File: src/rtl/uart_rx_serial_pkg.sv
// Shared UART definitions: FSM state encodings and default frame constants,
// intended to be reused by the matching transmitter.
package uart_rx_serial_pkg;

    localparam logic [2:0] ST_IDLE   = 3'd0;
    localparam logic [2:0] ST_START  = 3'd1;
    localparam logic [2:0] ST_DATA   = 3'd2;
    localparam logic [2:0] ST_PARITY = 3'd3;
    localparam logic [2:0] ST_STOP   = 3'd4;

    localparam int DEF_DATA_W      = 8;
    localparam int DEF_CLK_PER_BIT = 16;

endpackage

File: src/rtl/uart_rx_sync.sv
// Two-flop synchroniser for the asynchronous rxd pin; resets to the idle
// (high) line level so reset never looks like a start bit.
module uart_rx_sync (
    input  logic clk,
    input  logic ret,
    input  logic rxd,
    output logic line
);

    logic [1:0] sync_reg;

    always_ff @(posedge clk) begin
        if (!ret) begin
            sync_reg <= 2'b11;
        end else begin
            sync_reg <= {sync_reg[0], rxd};
        end
    end

    assign line = sync_reg[1];

endmodule

File: src/rtl/uart_rx_serial.sv
// Oversampling UART receiver with valid/ready output and framing, parity
// and overrun status. Define UART_RX_PARITY_EN to compile in the parity bit.
module uart_rx_serial
    import uart_rx_serial_pkg::*;
#(
    parameter int DATA_W      = DEF_DATA_W,
    parameter int CLK_PER_BIT = DEF_CLK_PER_BIT,
    parameter int STOP_BITS   = 1,
    parameter int PARITY_ODD  = 0
) (
    input  logic              clk,
    input  logic              ret,
    input  logic              rxd,
    input  logic              data_ready,
    output logic [DATA_W-1:0] data_out,
    output logic              data_valid,
    output logic              frame_err,
    output logic              parity_err,
    output logic              overrun,
    output logic              busy
);

    localparam int BAUD_W = $clog2(CLK_PER_BIT);
    localparam int BIT_W  = $clog2(DATA_W + 1);
    localparam logic [BAUD_W-1:0] BAUD_LAST = BAUD_W'(CLK_PER_BIT - 1);
    localparam logic [BAUD_W-1:0] HALF_LAST = BAUD_W'(CLK_PER_BIT / 2 - 1);
    localparam logic [BIT_W-1:0]  DATA_LAST = BIT_W'(DATA_W - 1);
    localparam logic [BIT_W-1:0]  STOP_LAST = BIT_W'(STOP_BITS - 1);
    localparam logic              PAR_SENSE = (PARITY_ODD != 0);

`ifdef UART_RX_PARITY_EN
    localparam logic [2:0] ST_AFTER_DATA = ST_PARITY;
`else
    localparam logic [2:0] ST_AFTER_DATA = ST_STOP;
`endif

    logic              line;
    logic [2:0]        state_reg;
    logic [BAUD_W-1:0] baud_cnt_reg;
    logic [BIT_W-1:0]  bit_cnt_reg;
    logic [DATA_W-1:0] shift_reg;
    logic              frame_pend_reg;
    logic              parity_pend_reg;
    logic [DATA_W-1:0] data_out_reg;
    logic              data_valid_reg;
    logic              frame_err_reg;
    logic              parity_err_reg;
    logic              overrun_reg;
    logic              mid_bit;

    uart_rx_sync u_sync (
        .clk  (clk),
        .ret  (ret),
        .rxd  (rxd),
        .line (line)
    );

    assign mid_bit = (baud_cnt_reg == BAUD_LAST);

    always_ff @(posedge clk) begin
        if (!ret) begin
            state_reg       <= ST_IDLE;
            baud_cnt_reg    <= '0;
            bit_cnt_reg     <= '0;
            shift_reg       <= '0;
            frame_pend_reg  <= 1'b0;
            parity_pend_reg <= 1'b0;
            data_out_reg    <= '0;
            data_valid_reg  <= 1'b0;
            frame_err_reg   <= 1'b0;
            parity_err_reg  <= 1'b0;
            overrun_reg     <= 1'b0;
        end else begin
            overrun_reg <= 1'b0;
            if (data_valid_reg && data_ready) begin
                data_valid_reg <= 1'b0;
            end

            case (state_reg)
                ST_IDLE: begin
                    if (!line) begin
                        state_reg       <= ST_START;
                        baud_cnt_reg    <= '0;
                        frame_pend_reg  <= 1'b0;
                        parity_pend_reg <= 1'b0;
                    end
                end

                ST_START: begin
                    // Half a bit in: still low means a real start bit.
                    if (baud_cnt_reg == HALF_LAST) begin
                        baud_cnt_reg <= '0;
                        bit_cnt_reg  <= '0;
                        state_reg    <= line ? ST_IDLE : ST_DATA;
                    end else begin
                        baud_cnt_reg <= baud_cnt_reg + BAUD_W'(1);
                    end
                end

                ST_DATA: begin
                    if (mid_bit) begin
                        baud_cnt_reg <= '0;
                        shift_reg    <= {line, shift_reg[DATA_W-1:1]};
                        if (bit_cnt_reg == DATA_LAST) begin
                            bit_cnt_reg <= '0;
                            state_reg   <= ST_AFTER_DATA;
                        end else begin
                            bit_cnt_reg <= bit_cnt_reg + BIT_W'(1);
                        end
                    end else begin
                        baud_cnt_reg <= baud_cnt_reg + BAUD_W'(1);
                    end
                end

`ifdef UART_RX_PARITY_EN
                ST_PARITY: begin
                    if (mid_bit) begin
                        baud_cnt_reg    <= '0;
                        parity_pend_reg <= ((^shift_reg) ^ line) != PAR_SENSE;
                        state_reg       <= ST_STOP;
                    end else begin
                        baud_cnt_reg <= baud_cnt_reg + BAUD_W'(1);
                    end
                end
`endif

                ST_STOP: begin
                    if (mid_bit) begin
                        baud_cnt_reg <= '0;
                        if (bit_cnt_reg == STOP_LAST) begin
                            // Load on the last stop sample so back-to-back frames are caught.
                            bit_cnt_reg    <= '0;
                            state_reg      <= ST_IDLE;
                            data_out_reg   <= shift_reg;
                            frame_err_reg  <= frame_pend_reg | ~line;
                            parity_err_reg <= parity_pend_reg;
                            data_valid_reg <= 1'b1;
                            overrun_reg    <= data_valid_reg && !data_ready;
                        end else begin
                            bit_cnt_reg <= bit_cnt_reg + BIT_W'(1);
                            if (!line) begin
                                frame_pend_reg <= 1'b1;
                            end
                        end
                    end else begin
                        baud_cnt_reg <= baud_cnt_reg + BAUD_W'(1);
                    end
                end

                default: state_reg <= ST_IDLE;
            endcase
        end
    end

    assign data_out   = data_out_reg;
    assign data_valid = data_valid_reg;
    assign frame_err  = frame_err_reg;
    assign overrun    = overrun_reg;
    assign busy       = (state_reg != ST_IDLE);

`ifdef UART_RX_PARITY_EN
    assign parity_err = parity_err_reg;
`else
    // Without a parity bit the sense setting has no effect.
    assign parity_err = parity_err_reg & PAR_SENSE & 1'b0;
`endif

endmodule

File: config.mk
export PLATFORM = sky130hd
export DESIGN_NAME = uart_rx_serial
export DESIGN_NICKNAME = d
export VERILOG_FILES = /design/src/rtl/uart_rx_serial_pkg.sv /design/src/rtl/uart_rx_sync.sv /design/src/rtl/uart_rx_serial.sv
export SDC_FILE = /design/constraint.sdc
export NUM_CORES = 1
export LEC_CHECK = 0
export BUFFER_PORTS_ARGS = -buffer_cell sky130_fd_sc_hd__buf_2
export CAP_MARGIN = 15
export CORE_MARGIN = 1.5
export CORE_UTILIZATION = 40
export CTS_CLUSTER_DIAMETER = 40
export DETAILED_ROUTE_END_ITERATION = 7
export SLEW_MARGIN = 20
export SYNTH_ARGS = -nofsm -noshare
export SYNTH_HDL_FRONTEND = slang
export SYNTH_SLANG_ARGS = --single-unit
File: constraint.sdc
create_clock -name clk -period 3 [get_ports clk]
set_clock_uncertainty 0.15 [all_clocks]
set_input_delay 0.15 -clock clk [delete_from_list [all_inputs] [get_ports clk]]
set_output_delay 0.15 -clock clk [all_outputs]
set_load 0.1 [all_outputs]
* Word level (Yosys, flattened, before mapping)
Cells that the tools add are included.
** Word-level totals
- Output and inout port bits :: 13
- Bits of input ports :: 4
- Register bits after elaboration :: 33
- Logic and storage cells :: 72
** Cells by class
- Equal/unequal tests :: 14
- Muxes and demuxes :: 27
- Bitwise gates (word level) :: 2
- Add/subtract/negate cells :: 2
- Reductions and logical operators :: 17
** Operators by type and width (count)
- 4-bit 2-to-1 mux :: 8
- 4-bit case mux with 3 select lines :: 2
- 3-bit 2-to-1 mux :: 6
- 2-bit != test, second input constant :: 8
- 3-bit case mux with 4 select lines :: 1
- 3-bit nonzero test :: 3
- 4-bit by 1-bit adder with 4-bit output, second input constant :: 2
- 4-bit by 3-bit == test with 1-bit output, second input constant :: 2
- 1-bit 2-to-1 mux :: 8
- 4-bit AND reduction :: 2
- 6-bit AND reduction :: 1
- 5-bit AND reduction :: 1
- 4-bit == test, second input constant :: 1
- 4-bit zero test :: 1
- 2-bit AND reduction :: 2
- 3-bit by 1-bit == test with 1-bit output, second input constant :: 1
- 3-bit by 2-bit == test with 1-bit output, second input constant :: 1
- 3-bit == test, second input constant :: 1
- 3-bit zero test :: 1
- 3-bit AND reduction :: 1
- 1-bit logical AND :: 2
- 2-bit 2-to-1 mux :: 1
- 1-bit case mux with 2 select lines :: 1
- 2-bit nonzero test :: 1
- other kinds (4) :: 4

* Longest topological paths before layout
Gate-level depths: netlist of run 1.
- Word-level depth :: 5
- Gate-level depth with buffers :: 7
- Depth with buffers taken out :: 7

* Hierarchy
From an unflattened synthesis of run 1, not the netlist that was laid out.
** Second synthesis, totals
- Cell total of the unflattened synthesis :: 170
- Area total of the unflattened synthesis :: 1531.5 um^2
** By module, submodules not included
- uart_rx_serial :: cells each 166, seq. area each 620.6 um^2, times used 1, area each 1478.9 um^2
- uart_rx_sync :: cells each 4, seq. area each 40.0 um^2, times used 1, area each 52.6 um^2

* Worst setup path after synthesis of run 1
OpenSTA, ideal clock, no wires.
- Path type :: flip-flop to flip-flop
- From :: register baud_cnt_reg[0]
- To :: register state_reg[2]
- Setup time :: 128 ps
- Arrival :: 1693 ps
- Clock period less this slack :: 1971 ps
- Path buffers :: 1
- Stages on the path, launching flop included :: 8
- Data required time :: 2722 ps
- Setup slack :: 1029 ps
- Cell sequence :: dfxtp_1 -> ha_1 -> and3_1 -> buf_6 -> or3_4 -> nand4_1 -> mux2i_1 -> nor2_1
** Between the ends
- Word-level cells in the longest chain between the ends :: 3
- Elaborated cells between the ends (all ways) :: 6
- Classes of those cells :: eq/ne: 5; reduce/logical: 1
** RTL lines
- start: declaration :: RTL line uart_rx_serial.sv:39 : logic [BAUD_W-1:0] baud_cnt_reg;
- start signal: assignment :: RTL line uart_rx_serial.sv:96 : baud_cnt_reg <= baud_cnt_reg + BAUD_W'(1);
- start signal: assignment :: RTL line uart_rx_serial.sv:111 : baud_cnt_reg <= baud_cnt_reg + BAUD_W'(1);
- start signal: assignment :: RTL line uart_rx_serial.sv:146 : baud_cnt_reg <= baud_cnt_reg + BAUD_W'(1);
- 4-bit by 3-bit == test with 1-bit output or 4-bit == test (tied branches) :: RTL line uart_rx_serial.sv:91, uart_rx_serial.sv:58
- 2-bit != test (no source line)
- 6-bit AND reduction (no source line) *
- end signal: assignment :: RTL line uart_rx_serial.sv:94 : state_reg <= line ? ST_IDLE : ST_DATA;
- end: declaration :: RTL line uart_rx_serial.sv:38 : logic [2:0] state_reg;
Mark *: on every way between the ends. The rest lies on a longest branch, timed or not.
A chain may end at the register's enable or synchronous reset.

* Worst setup path after layout of run 1
- From :: register baud_cnt_reg[0]
- To :: register frame_err_reg (netlist: frame_err)
** Between the ends
- Word-level cells in the longest chain between the ends :: 2
** RTL lines
- 4-bit == test :: RTL line uart_rx_serial.sv:58 : assign mid_bit = (baud_cnt_reg == BAUD_LAST);
- 3-bit AND reduction (no source line)
- end signal: assignment :: RTL line uart_rx_serial.sv:135 : frame_err_reg <= frame_pend_reg | ~line;
- end: declaration :: RTL line uart_rx_serial.sv:46 : logic frame_err_reg;
No other way between the ends.

==> impl_metrics.ini, run 1 <==
[drt]
route.detailed.drc = 0
detail_route.first_pass.iterations = 4
drtIter0Drc = 81
postRouteWirelength_mm = 3.19
wl_per_cell_microns = 13.6
post_drt_via_cell_ratio = 5.46
antenna_left = 0
dr_total_vias = 1282

[hold_path]
min_path_type = reg2reg
min-delay-start = u_sync.sync_reg[0]

[layout]
nNetsFinal = 195
diodes = 0
fillCellCount = 368
stdcell_count = 235
layout-drive-gt1-share_pct = 14.4
area_added_between_synthesis_and_finish_pct = 11.5

[floorplan]
placeableCoreArea_sq_um = 3660
fp-row-count = 22
die_area_sq_um = 4190
dieWidth_microns = 64.8
initial_core_utilization_pct = 41.7
number_of_ports_placed_on_the_die_boundary = 17
floorplan.die.height_microns = 64.8

[clock_tree]
postCtsSetupRepairBufs = 0
cts_tree = done
clock_insertion_delay_worst_skew_ns = 0.28
number_of_gates_resized_after_cts = 0
cts.clk_slew.worst_paths_ns = 0.06
htreeDepth = 2
cts-root-buf = clkbuf_8
clock_sink_count = 33
cts_made_buffers = 5
cts_buffer_depth = 2
post_cts_hold_buffer_count = 4

[worst_setup_path]
slowest_delay_ns = 0.53
start_kind = register
cp-startpoint = baud_cnt_reg[0]
crit_path_end_kind = register
worst_path_arrival_time_ns = 2.36
crit_slowest_cell = nand3_1
cp_required_ns = 2.98
worst-setup-path-type = reg2reg
timing.critical_path.fanout_max = 11
regToRegStartpoint = baud_cnt_reg[0]
chain_of_cells_forming_the_critical_path = ha_1 > nand3_1 > nor3_1 > nand3_1 > nor3b_1 > nor3_1

[grt]
first_global_vias = 1256
grt.overflow.total = 0
largest_net_degree_at_the_start_of_global_routing = 31
grt_first_pass_wirelength_mm = 5.43
gr-usage-all-layers_pct = 16.9
antenna_violations_before_repair = 0

[synth]
netlist_area_sq_um = 1530
synth_seq_cells = 33
yosys.area_share.simple_pct = 27.6
syn_inst = 173
synth_fp_nets = 180
main_combinational_cell_family_by_area_after_synthesis = simple AND/OR/NAND/NOR gates
post_synth_xor_area_fraction_pct = 1.15
yosys.area_share.adder_pct = 2.46
post_synth.cell_area_avg_sq_um = 8.82
synth-compound-area-share_pct = 11.9
ys_types = 43
synth.area.mux_share_pct = 7.22
synth.yosys.seq_area_share_pct = 43.3
synth-warning-count = 0

[sta]
rsz0062_at_grt = false
report.final.setup_viol = 0
period_share_pct = 79.6
timing_limited_maximum_frequency_ghz = 0.419
timing_hold_violations_final = 0
report.final.slew_viol_count = 0
max-slew-margin-rel_pct = 39.1
fin_tns_setup_ns = 0
max_slew.worst_pin.slew_ns = 0.912
finalCriticalPeriod_ns = 2.39

[placed_design]
place_congestion = 0.775
place_hpwl_mm = 2.19
place.port_buffers = 15
post-place-cells = 225

[run_status]
status = completed

[power_and_ir_drop]
power_density_nw_per_um2 = 521
power.ir.vdd_worst_v = 0.000286
power.static_leakage_uw = 0.000710

[flow_run]
timing.max_cap.violations = 0
[power breakdown]
| group | switching [uW] | internal (uW) | leakage, uW | total (uW) |
|---|---|---|---|---|
| logic | 81.2 | 40.4 | 0.000404 | 122 |
| clock network | 146 | 152 | 0.0000399 | 298 |
| registers | 18.8 | 447 | 0.000267 | 465 |
| total | 246 | 639 | 0.000710 | 885 |
[placed cells by master (no fill, tap or decap), types with 2 or more instances in the layout]
| master | Yosys | routed |
|---|---|---|
| a211oi_1 | 2 | 2 |
| a21oi_1 | 17 | 17 |
| a31oi_1 | 2 | 2 |
| and3_1 | 3 | 3 |
| buf_2 | 1 | 15 |
| clkbuf_8 | 0 | 5 |
| dfxtp_1 | 33 | 33 |
| dlygate4sd3_1 | 0 | 4 |
| ha_1 | 3 | 3 |
| inv_1 | 3 | 3 |
| mux2i_1 | 11 | 11 |
| nand2_1 | 14 | 14 |
| nand2b_1 | 3 | 3 |
| nand3_1 | 14 | 14 |
| nand3b_1 | 4 | 4 |
| nor2_1 | 18 | 18 |
| nor3_1 | 6 | 6 |
| nor3b_1 | 2 | 2 |
| o21a_1 | 2 | 2 |
| o21ai_0 | 3 | 3 |
[critical path, delay by kind of cell, from the launching register on]
family / cells / cell delay (ns)
adder cells (fa/ha/maj): 1 / 0.28
flip-flops: 1 / 0.38
AND/OR/NAND/NOR: 5 / 1.42
[through the flow]
step                util, %  hold WS, ns  instance area (sq um)  worst slack, ns  total power, uW
floorplan                 -       0.0730                   1530             1.03              577
CTS                    46.4        0.268                   1700            0.600              892
global placement       43.3        0.183                   1590            0.822              589
global route           46.4        0.282                   1700            0.394              922
detailed placement     43.3        0.189                   1590            0.609              591
finish                 46.4        0.265                   1700            0.613              885
[area by class of cell]
type	instances	area [sq um]	area share [%]
flip-flops and latches	33	661	38.9
multi-input cells	125	772	45.4
inverters	3	11.3	0.662
repair buffers	20	123	7.21
clock inverters	1	5.00	0.294
clock buffers	5	68.8	4.05
well taps	48	60.1	3.53
[routing by layer]
layer  GRT usage, %  vias to the layer above  part of all wire [%]
li1               -                      638                     -
met1           19.4                      605                    46
met2           29.1                       31                    48
met3           4.69                        8                   4.7
met4           7.18                        0                   1.4
met5              0                        -                     0
[synthesized netlist by cell type]
master / n / area, sq um
a211oi_1: 2 / 15.0
a21oi_1: 17 / 85.1
a22oi_1: 1 / 7.51
a311oi_1: 1 / 8.76
a31oi_1: 2 / 12.5
a32oi_1: 1 / 8.76
and2b_1: 1 / 7.51
and3_1: 3 / 18.8
buf_2: 1 / 5.00
buf_4: 2 / 15.0
buf_6: 3 / 33.8
clkbuf_1: 5 / 18.8
conb_1: 1 / 3.75
dfxtp_1: 33 / 661
dlygate4sd1_1: 1 / 8.76
ha_1: 3 / 37.5
inv_1: 3 / 11.3
mux2i_1: 11 / 110
nand2_1: 14 / 52.6
nand2b_1: 3 / 18.8
nand3_1: 14 / 70.1
nand3_4: 1 / 17.5
nand3b_1: 4 / 30.0
nand4_1: 1 / 6.26
nand4b_1: 1 / 8.76
nor2_1: 18 / 67.6
nor2b_1: 1 / 6.26
nor3_1: 6 / 30.0
nor3b_1: 2 / 15.0
nor3b_2: 1 / 12.5
nor4b_1: 1 / 8.76
o21a_1: 2 / 15.0
o21ai_0: 3 / 15.0
o21ai_1: 1 / 5.00
o21ai_2: 1 / 8.76
or3_1: 1 / 6.26
or3_2: 1 / 7.51
or3_4: 1 / 11.3
or3b_1: 1 / 8.76
or4_1: 1 / 7.51
or4b_1: 1 / 10.0
xnor2_1: 1 / 8.76
xor2_1: 1 / 8.76
[logic make-up (layout without fill, tap and decap cells)]
group / Yosys count / count (layout)
buffers and inverters: 15 / 29
multiplexers: 11 / 11
AO/OA/AOI/OAI: 31 / 31
XOR/XNOR: 2 / 2
other: 1 / 1
AND/OR/NAND/NOR: 77 / 77
flip-flops: 33 / 33
adder cells (fa/ha/maj): 3 / 3
[worst paths after layout]
path	end	cells past startpoint	slack, ns
worst min register to register	u_sync.sync_reg[1]	1	0.26
worst max-delay path	frame_err	6	0.61
worst min-delay path	u_sync.sync_reg[1]	1	0.26
worst max register to register	frame_err	6	0.61
Note: power is estimated with default switching activity, not from simulation.
==> inputs of run 2 (changes only) <==
Settings changed: ABC_AREA set to 1.
Clock period 3 ns to 2.35 ns, I/O delays scaled along.
==> run 2 against run 1 <==
Flip-flop and latch count did not move. Final cell count rose by 17%. Hold slack got worse by 0.17 ns. Critical path depth rose by 2. Combinational power rose to 3.1 times the previous value. Sequential power rose by 32%. Maximum frequency rose by 46%. Wire length fell by 7.7%. Register-to-register slack improved by 0.11 ns.
==> impl_metrics.ini, run 2 <==
[drt]
postRouteWirelength_mm = 2.94
post_drt_via_cell_ratio = 4.70
dr_total_vias = 1292
antenna_left = 0
detail_route.first_pass.iterations = 4
route.detailed.drc = 0
drtIter0Drc = 65
wl_per_cell_microns = 10.7

[synth]
post_synth_main_area_contributors = dfxtp_1 (44%), nor2_1 (14%), nand2_1 (7.8%)
synth-warning-count = 0
synthFlopType = dfxtp_1
yosys.cell_count.top_type = nor2_1
synth_top_cell_by_area = dfxtp_1
synth_common_cells = nor2_1 (55), dfxtp_1 (33), nand2_1 (31)
async_flop_share_pct = 0
syn_inst = 206
synth_edf_count = 0
ys_types = 25
synth.yosys.seq_area_share_pct = 44.3
synthDominantCellAreaShare_pct = 44.3
post_synth.cell_area_avg_sq_um = 7.25
synth_seq_cells = 33
synth_fp_nets = 213
netlist_area_sq_um = 1490

[clock_tree]
cts_tree = done
postCtsSetupRepairBufs = 0
htreeDepth = 2
clock_sink_count = 33
cts.clk_slew.worst_paths_ns = 0.07
cts-root-buf = clkbuf_8
cts_made_buffers = 5
clock_insertion_delay_worst_skew_ns = 0.28
post_cts_hold_buffer_count = 2
number_of_gates_resized_after_cts = 0
cts_buffer_depth = 2

[sta]
finalCriticalPeriod_ns = 1.63
report.final.slew_viol_count = 0
timing_hold_violations_final = 0
report.final.setup_viol = 0
period_share_pct = 69.3
rsz0062_at_grt = false
fin_tns_setup_ns = 0
timing_limited_maximum_frequency_ghz = 0.614

[layout]
fillCellCount = 388
stdcell_count = 275
most-common-layout-cells = nor2_1 (55), dfxtp_1 (33), nand2_1 (31)
layout_commonest_cell = nor2_1
layout-drive-gt1-share_pct = 18.1
nNetsFinal = 233
area_added_between_synthesis_and_finish_pct = 15.5
diodes = 0
postLayoutCoreUtil_pct = 47.5

[power_and_ir_drop]
switching_share_pct = 35.9
power.ir.vdd_worst_v = 0.000366
p_int_uw = 923
power.static_leakage_uw = 0.000855
power_frac_comb_pct = 26.1
power.clock.fraction_pct = 31.2
p_sw_uw = 517
power_density_nw_per_um2 = 835
seq_power_share_pct = 42.7

[floorplan]
placeableCoreArea_sq_um = 3630
number_of_ports_placed_on_the_die_boundary = 17
dieWidth_microns = 64.1
fp-row-count = 22
initial_core_utilization_pct = 41.1
floorplan.die.height_microns = 64.1
die_area_sq_um = 4110

[grt]
gr-usage-all-layers_pct = 16.7
largest_net_degree_at_the_start_of_global_routing = 24
antenna_violations_before_repair = 0
grt.overflow.total = 0
grt_first_pass_wirelength_mm = 5.28
first_global_vias = 1189

[worst_setup_path]
timing.critical_path.fanout_max = 6
worst_path_arrival_time_ns = 1.65
cp_required_ns = 2.37
start_kind = register
crit_path_end_kind = register
worst-setup-path-type = reg2reg

[hold_path]
min_path_type = in2reg

[flow_run]
timing.max_cap.violations = 0

[run_status]
status = completed

[placed_design]
place_hpwl_mm = 2.09
post-place-cells = 265
place_congestion = 0.797
place.port_buffers = 15
## run 2: cell types whose count changed in the layout (fill, tap and decap cells not counted), sizes merged, moves of 4 or more
cell    before  now
nor2        18   57
o21ai        5   22
nand2       14   33
a21oi       17   10
inv          3   19
nand3b       4    0
mux2i       11    0
## run 2: critical path, stage by stage, from the launching register on
cell     delay [ns]
dfxtp_1        0.36
ha_1           0.25
nand2_1        0.09
nor2_1         0.09
inv_1          0.06
nand2_1        0.10
nand3_2        0.16
o21ai_0        0.19
nor2_1         0.07
## run 2: metal layers
layer | track usage [%] | vias up | share of wire [%] | wire length, microns
met5 | 0 | - | 0 | 0
met4 | 8.15 | 0 | 1.1 | 33
met3 | 4.75 | 2 | 2.9 | 84
met2 | 23.7 | 14 | 44 | 1290
met1 | 23.0 | 581 | 52 | 1530
li1 | - | 695 | - | -
## run 2: cells by family after synthesis
| group | synth area share [%] |
|---|---|
| AND/OR/NAND/NOR | 35.0 |
| flip-flops | 44.3 |
| AO/OA/AOI/OAI | 10.7 |
| buffers and inverters | 6.12 |
| adder cells (fa/ha/maj) | 2.51 |
| XOR/XNOR | 1.17 |
| other | 0.251 |
## run 2: per-stage QoR
step                      instance area [sq um]  setup slack, ns  total power, uW  hold WS, ns
final                                      1720            0.720             1440       0.0972
after global routing                       1720            0.538             1530        0.111
after CTS                                  1720            0.713             1450       0.0817
after detailed placement                   1610            0.721             1000        0.161
after global placement                     1610            0.727             1000        0.165
after floorplan                            1490            0.647              935       0.0741
## run 2: path summary, 6_finish.rpt
check | from | endpoint | slack (ns) | cells past startpoint
min reg2reg | u_sync.sync_reg[0] | u_sync.sync_reg[1] | 0.27 | 1
max | baud_cnt_reg[0] | bit_cnt_reg[0] | 0.72 | 8
min | ret | baud_cnt_reg[3] | 0.1 | 3
max reg2reg | baud_cnt_reg[0] | bit_cnt_reg[0] | 0.72 | 8
## run 2: power by group through the flow
stage	clock network [uW]	registers [uW]	logic, uW
after global routing	488	619	424
after global placement	0	628	372
after CTS	463	615	377
after detailed placement	0	628	373
final	449	615	376
after floorplan	0	622	313
## run 2: final cells by class
cell class	count	area (sq um)	area share (%)
Clock buffer	6	82.6	4.79
Tap cell	48	60.1	3.48
Inverter	19	71.3	4.14
Sequential cell	33	661	38.3
Clock inverter	2	13.8	0.798
Timing Repair Buffer	17	95.1	5.52
Multi-Input combinational cell	150	741	43.0
==> inputs of run 3 (changes only) <==
Settings changed: ABC_AREA 1 to 0.
Clock period 2.35 ns to 1.5 ns, I/O delays scaled along.
==> run 3 against run 2 <==
The flow now finishes with violations (negative setup slack). Non-clock buffer count increased by 55. Global-route usage grew 3.5 points. Count of clock-buffer cells in the layout stayed put. Die area is 2.1% higher. Maximum frequency is 14% lower. Largest cell class unchanged.
==> impl_metrics.ini, run 3 (synthesis gave the netlist of run 1 again) <==
[run_status]
status = complete, but fails checks
violated_checks = negative setup slack

[worst_setup_path]
r2r_setup_slk_ns = -0.40
worst-setup-path-type = reg2reg
timing.critical_path.fanout_max = 4
crit_path_end_kind = register
cp_required_ns = 1.51
worst_path_arrival_time_ns = 1.92
regToRegStartpoint = bit_cnt_reg[0]
timing.rr.end = state_reg[2]
reg2regPathDepth = 8
start_kind = register

[flow_run]
timing.max_cap.violations = 0

[clock_tree]
cts_tree = done
clock_sink_count = 33
cts_buffer_depth = 2
cts.clk_slew.worst_paths_ns = 0.06
cts_made_buffers = 5
clock_insertion_delay_worst_skew_ns = 0.28
htreeDepth = 2
cts-root-buf = clkbuf_8

[power_and_ir_drop]
power.static_leakage_uw = 0.00103
power_density_nw_per_um2 = 812
power.ir.vdd_worst_v = 0.000717

[hold_path]
min_delay_worst_endpoint = u_sync.sync_reg[1]
min-delay-start = u_sync.sync_reg[0]
min_path_type = reg2reg
worst_hold_path.num_cells = 1

[layout]
most-common-layout-cells = buf_4 (40), dfxtp_1 (25), nor2_1 (15)
postLayoutCoreUtil_pct = 69.4
diodes = 0
fillCellCount = 268
layout_commonest_cell = buf_4
multi_input_comb_area_sq_um = 1090
nNetsFinal = 247
final-seq-area_sq_um = 678
layout-drive-gt1-share_pct = 57.3
area_added_between_synthesis_and_finish_pct = 66.7

[sta]
report.final.setup_viol = 31
finalCriticalPeriod_ns = 1.90
rsz0062_at_grt = true
report.final.slew_viol_count = 0
fin_tns_setup_ns = -5.99
postLayoutSetupSlackWorst_ns = -0.404
timing_hold_violations_final = 0
worst_hold_slack_ns = 0.268
period_share_pct = 127
timing_limited_maximum_frequency_ghz = 0.525

[placed_design]
place_congestion = 0.851
place_hpwl_mm = 2.51
place.port_buffers = 15
place_ws_ns = -0.431

[drt]
route.detailed.drc = 0
antenna_left = 0
detail_route.first_pass.iterations = 4
wl_per_cell_microns = 15.3
drtIter0Drc = 61
postRouteWirelength_mm = 4.43
dr_total_vias = 1508
post_drt_via_cell_ratio = 5.22

[grt]
grt_use_met3_pct = 4.86
antenna_violations_before_repair = 0
grt_first_pass_wirelength_mm = 6.57
grt_use_met1_pct = 24.4
first_global_vias = 1497
globalRouteMet2Util_pct = 35.8
gr-usage-all-layers_pct = 20.1
globalRoute.busiestLayer = met2
grt.overflow.total = 0
largest_net_degree_at_the_start_of_global_routing = 23

[floorplan]
die_area_sq_um = 4190
placeableCoreArea_sq_um = 3660
initial_core_utilization_pct = 41.7
fp-row-count = 22
number_of_ports_placed_on_the_die_boundary = 17
dieWidth_microns = 64.8
floorplan.die.height_microns = 64.8
==> run 3: cell count changes in the layout (fill, tap and decap cells not counted), moves of 5 or more <==
cell,before,now
nand3_1,9,3
inv_1,15,1
dfxtp_2,0,5
a21oi_2,0,9
nand2_1,31,7
o21ai_0,19,1
nand2_4,0,5
nor2_1,55,15
buf_4,0,40
buf_6,0,8
dfxtp_1,33,25
mux2i_1,0,11
==> run 3: metal layers <==
layer  vias to the layer above  wire length, microns  part of all wire (%)
met5                         -                     0                     0
met4                         0                   132                   3.0
met3                        12                   120                   2.7
met2                        26                  2270                    51
met1                       723                  1910                    43
li1                        747                     -                     -
==> run 3: layout make-up <==
| class | instances | share of cell area [%] |
|---|---|---|
| clock buffer | 6 | 2.85 |
| tap | 48 | 2.36 |
| sequential | 33 | 26.7 |
| clock inverter | 2 | 0.394 |
| timing repair buffer | 72 | 24.3 |
| multi-input combinational | 125 | 43.0 |
| inverter | 3 | 0.443 |
==> run 3: per-stage QoR <==
step | cell area [sq um] | total power, uW | std cells
floorplan | 1610 | 1180 | 173
global placement | 1940 | 1330 | 259
detailed placement | 1940 | 1330 | 259
CTS | 2280 | 2000 | 282
global route | 2540 | 2170 | 289
finish | 2540 | 2060 | 289
==> run 3: worst max-delay path by stage <==
stage                     from             end  slack, ns  cells past startpoint
3_5_place_dp    bit_cnt_reg[0]    state_reg[0]      -0.43                      7
6_report        bit_cnt_reg[0]    state_reg[2]      -0.40                      8
5_1_grt         bit_cnt_reg[0]    state_reg[2]      -0.47                      8
3_3_place_gp      state_reg[2]  bit_cnt_reg[2]      -0.36                      6
4_1_cts         bit_cnt_reg[0]    state_reg[0]      -0.42                      7
2_1_floorplan  baud_cnt_reg[0]    state_reg[2]      -0.37                      7
==> run 3: power breakdown <==
part / switching (uW) / total (uW) / internal (uW) / leakage (uW)
sequential: 26.6 / 921 / 894 / 0.000271
combinational: 267 / 524 / 256 / 0.000718
clock: 298 / 619 / 321 / 0.0000450
==> run 3: worst max-delay path, stage by stage, from the launching register on <==
cell and delay (ns):
dfxtp_2 0.33, inv_2 0.06, ha_4 0.13, or3b_4 0.40, a32oi_4 0.23, nand4_1 0.14
buf_6 0.16, mux2i_1 0.15, nor2_1 0.05
==> run 3: timing repair <==
item                                   CTS  global route
resized for setup                       25            52
pin swaps                               14            25
cloned                                   1             1
hold buffers                             4             0
endpoints found under the hold margin    5             0
setup buffers                           10            10
setup endpoints to repair               32            32
